`src/rtl/mlp_stream_loader.sv`:
```
// Host word-stream loader: routes ifmap, weight and bias words to one registered write port.
// Optional byte checksum of the loaded payload when LOADER_CHKSUM_EN is defined.
module mlp_stream_loader #(
    parameter int DATA_SIZE = 32,
    parameter int DIM0      = 64,
    parameter int DIM1      = 128
) (
    input  logic                 clk,
    input  logic                 rst,
    input  logic                 mode,
    input  logic                 ready,
    input  logic [DATA_SIZE-1:0] data_in,
    output logic                 wr_en,
    output logic [1:0]           wr_sel,
    output logic [11:0]          wr_addr,
    output logic [DATA_SIZE-1:0] wr_data,
    output logic                 busy,
    output logic                 load_done,
    output logic                 mode_q
`ifdef LOADER_CHKSUM_EN
    ,
    output logic [15:0]          chksum
`endif
);

    localparam logic [11:0] VEC0_LAST = 12'(DIM0 / 4 - 1);
    localparam logic [11:0] VEC1_LAST = 12'(DIM1 / 4 - 1);
    localparam logic [11:0] WGT0_LAST = 12'(DIM0 * DIM0 / 4 - 1);
    localparam logic [11:0] WGT1_LAST = 12'(DIM1 * DIM1 / 4 - 1);

    typedef enum logic [1:0] {
        IDLE,
        IFMAP,
        WEIGHT,
        BIAS
    } state_t;

    state_t      state_q;
    state_t      state_d;
    logic [11:0] cnt_q;
    logic [11:0] cnt_d;
    logic [11:0] limit;
    logic [1:0]  sel;
    logic        active;
    logic        start;
    logic        last;

    always_comb begin
        state_d = state_q;
        cnt_d   = cnt_q;
        start   = 1'b0;
        sel     = 2'd0;
        active  = (state_q != IDLE);
        // Geometry comes from the latched mode, never the live input
        if (state_q == WEIGHT) begin
            limit = mode_q ? WGT1_LAST : WGT0_LAST;
        end else begin
            limit = mode_q ? VEC1_LAST : VEC0_LAST;
        end
        last = active && (cnt_q == limit);
        if (active) begin
            cnt_d = last ? 12'd0 : cnt_q + 12'd1;
        end
        unique case (state_q)
            IDLE: begin
                if (ready) begin
                    start   = 1'b1;
                    cnt_d   = 12'd0;
                    state_d = IFMAP;
                end
            end
            IFMAP: begin
                sel = 2'd0;
                if (last) state_d = WEIGHT;
            end
            WEIGHT: begin
                sel = 2'd1;
                if (last) state_d = BIAS;
            end
            BIAS: begin
                sel = 2'd2;
                if (last) state_d = IDLE;
            end
            default: state_d = IDLE;
        endcase
    end

    always_ff @(posedge clk) begin
        if (rst) begin
            state_q   <= IDLE;
            cnt_q     <= 12'd0;
            mode_q    <= 1'b0;
            wr_en     <= 1'b0;
            wr_sel    <= 2'd0;
            wr_addr   <= 12'd0;
            wr_data   <= '0;
            busy      <= 1'b0;
            load_done <= 1'b0;
        end else begin
            state_q   <= state_d;
            cnt_q     <= cnt_d;
            wr_en     <= active;
            load_done <= last && (state_q == BIAS);
            // Stays high through the final write cycle
            busy      <= active || start;
            if (start) mode_q <= mode;
            if (active) begin
                wr_sel  <= sel;
                wr_addr <= cnt_q;
                wr_data <= data_in;
            end
        end
    end

`ifdef LOADER_CHKSUM_EN
    logic [15:0] byte_sum;

    assign byte_sum = 16'(data_in[7:0]) + 16'(data_in[15:8])
                    + 16'(data_in[23:16]) + 16'(data_in[31:24]);

    always_ff @(posedge clk) begin
        if (rst) begin
            chksum <= 16'd0;
        end else if (start) begin
            chksum <= 16'd0;
        end else if (active) begin
            chksum <= chksum + byte_sum;
        end
    end
`endif

endmodule

```
`config.mk`:
```
export PLATFORM = sky130hd
export DESIGN_NAME = mlp_stream_loader
export DESIGN_NICKNAME = d
export VERILOG_FILES = /design/src/rtl/mlp_stream_loader.sv
export SDC_FILE = /design/constraint.sdc
export NUM_CORES = 1
export LEC_CHECK = 0
export ABC_CLOCK_PERIOD_IN_PS = 4540
export BUFFER_PORTS_ARGS = -buffer_cell sky130_fd_sc_hd__clkbuf_2
export CORE_UTILIZATION = 50
export CTS_CLUSTER_DIAMETER = 40
export DETAILED_ROUTE_END_ITERATION = 10
export PLACE_DENSITY = 0.79
export SLEW_MARGIN = 0
export SYNTH_ARGS = -nofsm -noshare
export SYNTH_HDL_FRONTEND = slang
export SYNTH_SLANG_ARGS = --single-unit
export TNS_END_PERCENT = 30
```
`constraint.sdc`:
```
create_clock -name clk -period 4.54 [get_ports clk]
set_input_delay 0.681 -clock clk [delete_from_list [all_inputs] [get_ports clk]]
set_output_delay 0.681 -clock clk [all_outputs]
set_load 0.05 [all_outputs]
```
==> reports/metrics.csv <==
stage,metric,value,unit
logic_synthesis,synthesized cell area,2550,µm²
logic_synthesis,Syn Nets,299,
logic_synthesis,syn_area_per_cell,9.95,µm²
drt,vias per cell,4.86,
timing,Final Skew,0.00657,ns
grt,antenna violations before repair,0,
power,Int Pwr,0.00126,W
power,Lkg Pwr,1.61,nW
clocking,clock latency on the worst-skew pair,0.33,ns
logic_synthesis,Post-Syn Instances,256,
floorplan,# rows,25,
timing,Final setup violation count,0,
worst_setup_path,Critical R2R Launch,state_q[0]$_SDFFE_PP0P_,
worst_setup_path,crit path launch type,flop,
final_layout,multi-input logic area,1200,µm²
timing,Tmin final,2.21,ns
timing,period utilisation layout,0.486,
drt,M1 WL,2280,µm
clocking,Root Buffer Master,clkbuf_8,
clocking,clock sink total,64,
power,combinational power share,0.452,
timing,Pins Over Slew Limit,0,
final_layout,share of post-route cells with drive strength above 1,0.300,
grt,Total GRT Usage,0.197,
placement,placed cell count,394,
worst_setup_path,CP Launch Point,state_q[0]$_SDFFE_PP0P_,
logic_synthesis,Ys Warns,0,
drt,uppermost layer routed,met4,
clocking,clk slew on worst S/H paths,0.06,ns
logic_synthesis,Seq cells post-synth,64,
outcome,status,"finished, final reports clean",
hold_path,worst min path class,flop to flop,
power,Max VDD drop,0.474,mV
drt,Detail Route Antenna Nets,0,
worst_setup_path,Arrival @ worst endpoint,2.43,ns
grt,number of global-route vias before repair,1869,
clocking,hold-fix buffers at CTS,0,
placement,"worst slack, placed",2.33,ns
timing,Least-Margin Pin Slew,1.03,ns
placement,GPL Wtd Cong,0.779,
drt,drt pass-1 iters,4,
placement,hpwl dp,3160,µm
floorplan,Die ar.,5380,µm²
power,sequential power share,0.340,
worst_setup_path,Setup CP Type,flop to flop,
floorplan,Die X,73.4,µm
drt,drt total wl,4720,µm
worst_setup_path,CP required,4.76,ns
logic_synthesis,sequential cell area fraction in the yosys report,0.503,
grt,total grt overflow,0,
drt,wire length on met2,2080,µm
timing,setup ws final,2.33,ns
timing,Rel. slew slack,0.313,
final_layout,final core occ,0.662,
timing,Fin. Hold Viols,0,
timing,RSZ-0062 raised after global routing,false,
run,max cap viols,0,
clocking,Max clock buf depth,2,
floorplan,core area,4820,µm²
final_layout,# fillers,423,
clocking,H-tree Lvls,3,
drt,routed via count,1991,
drt,met3 wire length,289,µm
worst_setup_path,crit path max fanout,60,
final_layout,Layout Nets,381,
clocking,cts repair resizes,0,
power,Net Sw Frac,0.420,
power,Clock Power Share,0.207,
grt,largest net degree at the start of global routing,61,
clocking,Num CTS Buffers,9,
floorplan,Die H,73.4,µm
hold_path,Hold Crit Start,wr_data[31]$_SDFFE_PP0N_,
final_layout,Diodes inserted,0,
placement,IO Port Bufs,85,
drt,routed len/inst,11.5,µm
final_layout,fin cells,410,
timing,Max Fclk,453,MHz
clocking,# Post-CTS Setup Buffers,0,
floorplan,Initial Util,0.529,
drt,starting DRC count in detailed routing,96,
worst_setup_path,critical path capture point type,flop,
logic_synthesis,count of cell types in the netlist,32,
clocking,TritonCTS clock tree,yes,
floorplan,IO Pins,86,
drt,DRC Markers,0,
power,power per cell area,679,nW/µm²
logic_synthesis,number of synthesized flops with an enable pin,0,
final_layout,register area,1280,µm²
grt,first-pass GRT wire length,8130,µm
final_layout,Syn-to-layout area delta,25.2,%
timing,Setup TNS,0,ns
power,Psw,0.000910,W
logic_synthesis,Most used DFF post-synth,dfxtp_1,
logic_synthesis,asr flop ratio synth,0,
-- path summary, 6_finish.rpt --
kind                                                  to  slack (ns)  cells after the start
worst min-delay path            wr_data[31]$_SDFFE_PP0N_        0.49                      2
worst max register to register   state_q[0]$_SDFFE_PP0P_        2.33                      6
worst min register to register  wr_data[31]$_SDFFE_PP0N_        0.49                      2
worst max-delay path             state_q[0]$_SDFFE_PP0P_        2.33                      6
-- synthesized netlist by cell type, types with 2 or more instances --
cell type	count	area [µm²]
a21oi_1	4	20.0
and2_1	2	12.5
and3_1	2	12.5
buf_2	6	30.0
clkbuf_1	8	30.0
dfxtp_1	64	1280
ha_1	7	87.6
inv_1	5	18.8
mux2i_1	46	460
nand2_1	9	33.8
nand3_1	4	20.0
nand3b_1	3	22.5
nand4_1	4	25.0
nor2_1	65	244
nor4_1	2	12.5
xnor2_1	4	35.0
xor2_1	6	52.6
-- layer usage --
layer / track usage / vias to the layer above
met3: 0.0508 / 6
met1: 0.240 / 901
met2: 0.320 / 65
met4: 0.105 / 0
li1: - / 1019
met5: 0 / -
-- metrics by stage --
stage | hold WS (ns) | cell area, µm² | total power, W
after global placement | 0.473 | 3010 | 0.00172
after global routing | 0.521 | 3190 | 0.00230
after floorplan | 0.497 | 2550 | 0.00155
after CTS | 0.498 | 3190 | 0.00219
final | 0.493 | 3190 | 0.00217
after detailed placement | 0.484 | 3010 | 0.00174
-- layout make-up --
cell class,count,share of cell area
Clock buffer,12,0.0424
Clock inverter,4,0.0141
Inverter,5,0.00588
Multi-Input combinational cell,173,0.376
Sequential cell,64,0.402
Tap cell,67,0.0263
Timing Repair Buffer,85,0.133
-- sequential cells by signal, indices dropped and copies added, names as in the netlist --
name	flops
wr_en	1
wr_sel	2
state_q	2
busy	1
load_done	1
wr_addr	12
mode_q	1
cnt_q	12
wr_data	32
-- critical path: stages (launching register included) --
cell,delay [ns]
dfxtp_1,0.34
inv_1,0.17
ha_4,0.76
and4b_2,0.36
nand4_4,0.09
a211oi_1,0.08
a311oi_1,0.27
-- power by group through the flow --
stage	logic, W	clock network [W]	registers, W
2_1_floorplan	0.000479	0	0.00107
3_3_place_gp	0.000976	0	0.000744
3_5_place_dp	0.000988	0	0.000749
4_1_cts	0.000992	0.000464	0.000738
5_1_grt	0.00106	0.000490	0.000753
6_report	0.000980	0.000449	0.000738
-- placed cells by master (no fill, tap or decap), drive strengths merged --
master / synthesis / routed
bufinv: 0 / 1
nor4: 2 / 2
clkinv: 0 / 3
nand2: 9 / 9
and4b: 1 / 1
nor2: 65 / 65
clkbuf: 8 / 97
nand4: 5 / 5
nor2b: 1 / 1
a22oi: 1 / 1
nand3: 4 / 4
a311oi: 1 / 1
ha: 7 / 7
o21ai: 1 / 1
a21oi: 4 / 4
nand3b: 3 / 3
xor2: 6 / 6
and2: 2 / 2
nand4b: 1 / 1
or3: 1 / 1
a21boi: 1 / 1
nor3: 1 / 1
xnor2: 4 / 4
a211o: 1 / 1
and3: 2 / 2
a32o: 1 / 1
a211oi: 1 / 1
dfxtp: 64 / 64
inv: 5 / 5
o21ba: 1 / 1
nand2b: 1 / 1
mux2i: 46 / 46
-- logic make-up after synthesis --
kind of cell    share of synthesized area
simple gates                        0.178
flops                               0.503
mux                                 0.181
buf+inv                            0.0309
compound gates                     0.0388
xor+xnor                           0.0344
fa+ha+maj                          0.0344
(Power assumes the default switching activity.)
